$ cat config.mk
export PLATFORM = sky130hd
export DESIGN_NAME = pong_match_ctrl
export DESIGN_NICKNAME = d
export VERILOG_FILES = /design/src/rtl/pong_match_ctrl.sv
export SDC_FILE = /design/constraint.sdc
export NUM_CORES = 1
export LEC_CHECK = 0
export CAP_MARGIN = 20
export CORE_UTILIZATION = 58
export DETAILED_ROUTE_END_ITERATION = 7
export PLACE_DENSITY = 0.89
export SLEW_MARGIN = 20
export SYNTH_ARGS = -nofsm -noshare
export SYNTH_HDL_FRONTEND = slang
export SYNTH_SLANG_ARGS = --single-unit
$ cat constraint.sdc
create_clock -name clk -period 2.6 [get_ports clk]
set_input_delay 0.39 -clock clk [delete_from_list [all_inputs] [get_ports clk]]
set_output_delay 0.39 -clock clk [all_outputs]
set_load 0.005 [all_outputs]
$ cat src/rtl/pong_match_ctrl.sv
// Match sequencer for the pong datapath: serve/play/point timing, scoring,
// velocity escalation and match end, all outputs registered.
module pong_match_ctrl #(
    parameter int unsigned WIN_SCORE     = 7,
    parameter int unsigned VEL_INIT      = 2,
    parameter int unsigned VEL_MAX       = 9,
    parameter int unsigned HITS_PER_STEP = 4,
    parameter int unsigned SERVE_FRAMES  = 60,
    parameter int unsigned POINT_FRAMES  = 90
) (
    input  logic       clk,
    input  logic       clr,
    input  logic       start_p,
    input  logic [1:0] mode,
    input  logic       frame_tick,
    input  logic       hit_p,
    input  logic       miss_l,
    input  logic       miss_r,
    output logic       ball_run,
    output logic       ball_center,
    output logic       serve_dir,
    output logic [3:0] vel,
    output logic [3:0] score_l,
    output logic [3:0] score_r,
    output logic [1:0] winner,
    output logic [2:0] state_out
);

    typedef enum logic [2:0] {
        IDLE  = 3'd0,
        SERVE = 3'd1,
        PLAY  = 3'd2,
        POINT = 3'd3,
        OVER  = 3'd4
    } state_t;

    localparam logic [3:0] WIN_C      = 4'(WIN_SCORE);
    localparam logic [3:0] VEL_INIT_C = 4'(VEL_INIT);
    localparam logic [3:0] VEL_MAX_C  = 4'(VEL_MAX);
    localparam logic [3:0] HPS_C      = 4'(HITS_PER_STEP);
    localparam logic [7:0] SERVE_LAST = 8'(SERVE_FRAMES - 1);
    localparam logic [7:0] POINT_LAST = 8'(POINT_FRAMES - 1);

    state_t     state_q, state_d;
    logic [7:0] frame_q, frame_d;
    logic [3:0] hits_q, hits_d;
    logic [3:0] vel_q, vel_d;
    logic [3:0] score_l_q, score_l_d;
    logic [3:0] score_r_q, score_r_d;
    logic [1:0] winner_q, winner_d;
    logic       dir_q, dir_d;
    logic       run_q, run_d;
    logic       center_q, center_d;

    logic mode_off;
    logic miss_r_eff;

    assign mode_off   = (mode == 2'b00);
    // In single-player the right side is a wall, so a right miss cannot happen.
    assign miss_r_eff = miss_r && (mode != 2'b01);

    always_comb begin
        state_d   = state_q;
        frame_d   = frame_tick ? frame_q + 8'd1 : frame_q;
        hits_d    = hits_q;
        vel_d     = vel_q;
        score_l_d = score_l_q;
        score_r_d = score_r_q;
        winner_d  = winner_q;
        dir_d     = dir_q;

        if (mode_off && state_q != IDLE) begin
            state_d = IDLE;
        end else begin
            case (state_q)
                IDLE: begin
                    if (start_p && !mode_off) begin
                        state_d   = SERVE;
                        score_l_d = '0;
                        score_r_d = '0;
                        winner_d  = 2'b00;
                        hits_d    = '0;
                        vel_d     = VEL_INIT_C;
                        dir_d     = 1'b0;
                    end
                end
                SERVE: begin
                    if (frame_tick && frame_q == SERVE_LAST) state_d = PLAY;
                end
                PLAY: begin
                    if (miss_l && miss_r_eff) begin
                        dir_d   = ~dir_q;
                        state_d = POINT;
                    end else if (miss_l) begin
                        score_r_d = score_r_q + 4'd1;
                        dir_d     = 1'b0;
                        state_d   = POINT;
                    end else if (miss_r_eff) begin
                        score_l_d = score_l_q + 4'd1;
                        dir_d     = 1'b1;
                        state_d   = POINT;
                    end else if (hit_p) begin
                        if (hits_q + 4'd1 == HPS_C) begin
                            hits_d = '0;
                            if (vel_q < VEL_MAX_C) vel_d = vel_q + 4'd1;
                        end else begin
                            hits_d = hits_q + 4'd1;
                        end
                    end
                end
                POINT: begin
                    if (frame_tick && frame_q == POINT_LAST) begin
                        if (score_l_q == WIN_C) begin
                            winner_d = 2'b01;
                            state_d  = OVER;
                        end else if (score_r_q == WIN_C) begin
                            winner_d = 2'b10;
                            state_d  = OVER;
                        end else begin
                            state_d = SERVE;
                            vel_d   = VEL_INIT_C;
                            hits_d  = '0;
                        end
                    end
                end
                OVER: begin
                    if (start_p) begin
                        state_d  = IDLE;
                        winner_d = 2'b00;
                    end
                end
                default: state_d = IDLE;
            endcase
        end

        if (state_d != state_q) frame_d = '0;

        run_d    = (state_d == PLAY);
        center_d = (state_d == IDLE) || (state_d == SERVE) || (state_d == OVER);
    end

    always_ff @(posedge clk or negedge clr) begin
        if (!clr) begin
            state_q   <= IDLE;
            frame_q   <= '0;
            hits_q    <= '0;
            vel_q     <= VEL_INIT_C;
            score_l_q <= '0;
            score_r_q <= '0;
            winner_q  <= 2'b00;
            dir_q     <= 1'b0;
            run_q     <= 1'b0;
            center_q  <= 1'b1;
        end else begin
            state_q   <= state_d;
            frame_q   <= frame_d;
            hits_q    <= hits_d;
            vel_q     <= vel_d;
            score_l_q <= score_l_d;
            score_r_q <= score_r_d;
            winner_q  <= winner_d;
            dir_q     <= dir_d;
            run_q     <= run_d;
            center_q  <= center_d;
        end
    end

    assign ball_run    = run_q;
    assign ball_center = center_q;
    assign serve_dir   = dir_q;
    assign vel         = vel_q;
    assign score_l     = score_l_q;
    assign score_r     = score_r_q;
    assign winner      = winner_q;
    assign state_out   = state_q;

endmodule
==> results.rst <==
.. list-table::
   :header-rows: 1

   * - Metric
     - Value
   * - Internal portion of total power
     - 770 µW
   * - Final GP Congestion
     - 0.865
   * - CTS Hold Bufs
     - 0
   * - Number of rows in the core area
     - 20
   * - CP Data Required Time
     - 2.87 ns
   * - Syn_nets
     - 239
   * - Gate family responsible for the most delay along the worst path
     - flip-flops
   * - Area of the core
     - 3150 µm²
   * - Most common library cell in the layout ignoring fill and taps
     - dfrtp_1
   * - # IOs
     - 29
   * - Seq cells post-synth
     - 32
   * - Clock network power share
     - 26.7%
   * - Share of the clock period used by the worst path
     - 80.8%
   * - Num CTS Buffers
     - 5
   * - Share of flip-flops with an asynchronous set or reset after synthesis
     - 100%
   * - Gates resized, CTS repair
     - 0
   * - Insertion delay to the later sink of the worst-skew pair
     - 0.34 ns
   * - Type of the worst min-delay path
     - in -> async
   * - Cell at the root of the clock tree
     - clkbuf_4
   * - Reg power frac
     - 51.8%
   * - Classification of the worst setup path
     - reg -> reg
   * - Number of sinks handled by clock tree synthesis
     - 32
   * - Setup repair after global routing missed its margin
     - false
   * - Least-Margin Pin Slew
     - 0.982 ns
   * - Most area-consuming cells after synthesis
     - dfrtp_1, ha_1, nor2_1
   * - Period minus WS final
     - 2.10 ns
   * - Delay of the slowest critical-path stage
     - 0.74 ns
   * - Critical Path Fanout Max
     - 20
   * - Post-CTS Setup Bufs
     - 0
   * - First-pass GRT wire length
     - 7190 µm
   * - Initial core utilization
     - 63.3%
   * - Vias in the first global route
     - 1,637
   * - Slack of the worst reg-to-reg path
     - 0.50 ns
   * - Antenna diode count
     - 0
   * - Worst slew slack as a fraction of its limit
     - 33.9%
   * - Clock Skews
     - 0.00966 ns
   * - Wire length reported by the detailed router
     - 4300 µm
   * - Number of flops mapped to enable cells by yosys
     - 0
   * - Cell-by-cell listing of the critical path
     - inv_1 -> a211oi_1 -> o21ai_0 -> or3_1 -> a21oi_1
   * - CTS tree
     - done
   * - Buffers on Ports
     - 28
   * - Iter 0 DRT Violations
     - 116
   * - Startpoint type of the worst setup path
     - register
   * - Final max-slew violation count
     - 0
   * - Area fraction of the dominant cell type after synthesis
     - 37.6%
   * - Final setup vio count
     - 0
   * - Switching power summed over all nets
     - 343 µW
   * - Combined buffer and inverter count along the critical path
     - 1
   * - Warning count from the yosys run
     - 0
   * - Total routing usage reported by global routing
     - 26.8%
   * - DR vias/cell
     - 5.95
   * - Die Ht
     - 60.6 µm
   * - Leakage power summed over all cells
     - 0.00104 µW
   * - Fraction of power spent switching nets
     - 30.8%
   * - DRT Pass-1 Iters
     - 4
   * - Pwr dens
     - 462 nW/µm²
   * - Most frequent cells in the layout
     - dfrtp_1, clkdlybuf4s50_1, nor2_1
   * - Number of distinct library cells after synthesis
     - 52
   * - Number of antenna violations at the first check in global routing
     - 0
   * - Cell Area, Synth
     - 1990 µm²
   * - Run status
     - complete, no violations
   * - Count of vias placed by the detailed router
     - 1,803
   * - # Max-Cap Violations
     - 0
   * - Largest area contributor in the synthesized netlist
     - dfrtp_1
   * - Sequential fraction of the synthesis area
     - 40.3%
   * - # DRC
     - 0
   * - Gate count of the mapped netlist
     - 222
   * - Crit path capture type
     - register
   * - Final routed wire length divided by cell count
     - 14.2 µm
   * - Detailed-placement wirelength estimate
     - 3140 µm
   * - Sum of negative setup slack
     - 0 ns
   * - Worst-case hold slack
     - 0.445 ns
   * - Die outline width
     - 60.6 µm
   * - GRT overflow
     - 0
   * - Overall die area
     - 3680 µm²
   * - Highest attainable clock frequency
     - 476 MHz
   * - Clock-pin transition on the worst setup and hold timing paths
     - 0.10 ns
   * - CTS max path bufs
     - 2
   * - Largest net degree at the start of global routing
     - 33
   * - Final number of hold-violating endpoints
     - 0
   * - Highest-delay cell along the critical path
     - dfrtp_1
   * - Fill count
     - 233
   * - Combinational share of power
     - 21.4%
   * - End-of-flow core utilization
     - 76.5%
   * - Final Net Count
     - 275
   * - Number of nets still failing antenna checks after routing
     - 0
   * - VDD IR-drop max
     - 293 µV
   * - Count of H-tree levels built during CTS
     - 2
   * - Mean instance size in the synthesized netlist
     - 8.98 µm²
   * - Data arrival at the endpoint of the critical path
     - 2.37 ns
   * - Share of final-layout standard cells stronger than drive strength 1
     - 10.4%
   * - Top flip-flop cell by instance count after synthesis
     - dfrtp_1
   * - Area delta synth->final
     - 21.0%
-- final timing paths --
kind | startpoint | end | cells after the start
worst max-delay path | state_out[1]$_DFF_PN0_ | score_r[3]$_DFFE_PN0P_ | 5
worst min-delay path | clr | state_out[0]$_DFF_PN0_ | 2
worst max register to register | state_out[1]$_DFF_PN0_ | score_r[3]$_DFFE_PN0P_ | 5
worst min register to register | winner[1]$_DFFE_PN0P_ | winner[1]$_DFFE_PN0P_ | 1
max in group asynchronous | clr | vel[1]$_DFFE_PN1P_ | 2
min in group clk | winner[1]$_DFFE_PN0P_ | winner[1]$_DFFE_PN0P_ | 1
-- per-layer routing --
layer | part of all wire, % | track usage [%]
met5 | 0 | 0
met4 | 1.5 | 10.4
met3 | 6.7 | 7.25
met2 | 47 | 43.2
met1 | 44 | 34.6
-- cells in the mapped netlist, drive strengths merged (4+ instances only) --
master	count
dfrtp	30
nor2	25
nand3	18
nand2	17
o21ai	15
inv	12
ha	8
nor3	8
a21oi	7
xor2	6
buf	5
mux2	5
nand2b	4
nand3b	4
xnor2	4
-- through the flow --
stage | cell area (µm²) | std cells | setup WS, ns | total power [µW]
2_1_floorplan | 1990 | 222 | 0.826 | 744
3_3_place_gp | 2350 | 295 | 0.339 | 812
3_5_place_dp | 2350 | 295 | 0.261 | 822
4_1_cts | 2410 | 303 | 0.528 | 1120
5_1_grt | 2410 | 303 | 0.232 | 1180
6_report | 2410 | 303 | 0.500 | 1110
-- flip-flops by register name, summed over array words and instances (netlist names) --
register and count:
score_l 4, hits_q 4, vel 4, state_out 3, winner 2, frame_q 8
ball_run 1, ball_center 1, serve_dir 1, score_r 4
-- cell families (layout without fill, tap and decap cells) --
group / after synthesis / count (layout) / synth area share [%]
and+or+nand+nor: 101 / 101 / 26.0
AOI/OAI and AO/OA: 46 / 46 / 16.8
DFF: 32 / 32 / 40.3
buffers and inverters: 18 / 55 / 3.70
xor gates and xnor gates: 10 / 10 / 4.39
adders and majority gates: 9 / 9 / 5.52
muxes: 6 / 6 / 3.32
-- power by group through the flow --
stage | combinational [µW] | sequential [µW] | clock (µW)
2_1_floorplan | 175 | 569 | 0
3_3_place_gp | 228 | 583 | 0
3_5_place_dp | 236 | 586 | 0
4_1_cts | 238 | 576 | 307
5_1_grt | 270 | 585 | 321
6_report | 239 | 577 | 298
-- final cells by class --
class                      count  area (µm²)  area share (%)
clock buffer                   8        58.8            2.44
tap                           44        55.1            2.28
multi-input combinational    172        1120            46.3
inverter                      12        45.0            1.87
sequential                    32         803            33.3
timing repair buffer          35         333            13.8
Power figures use the tool's default switching activity.
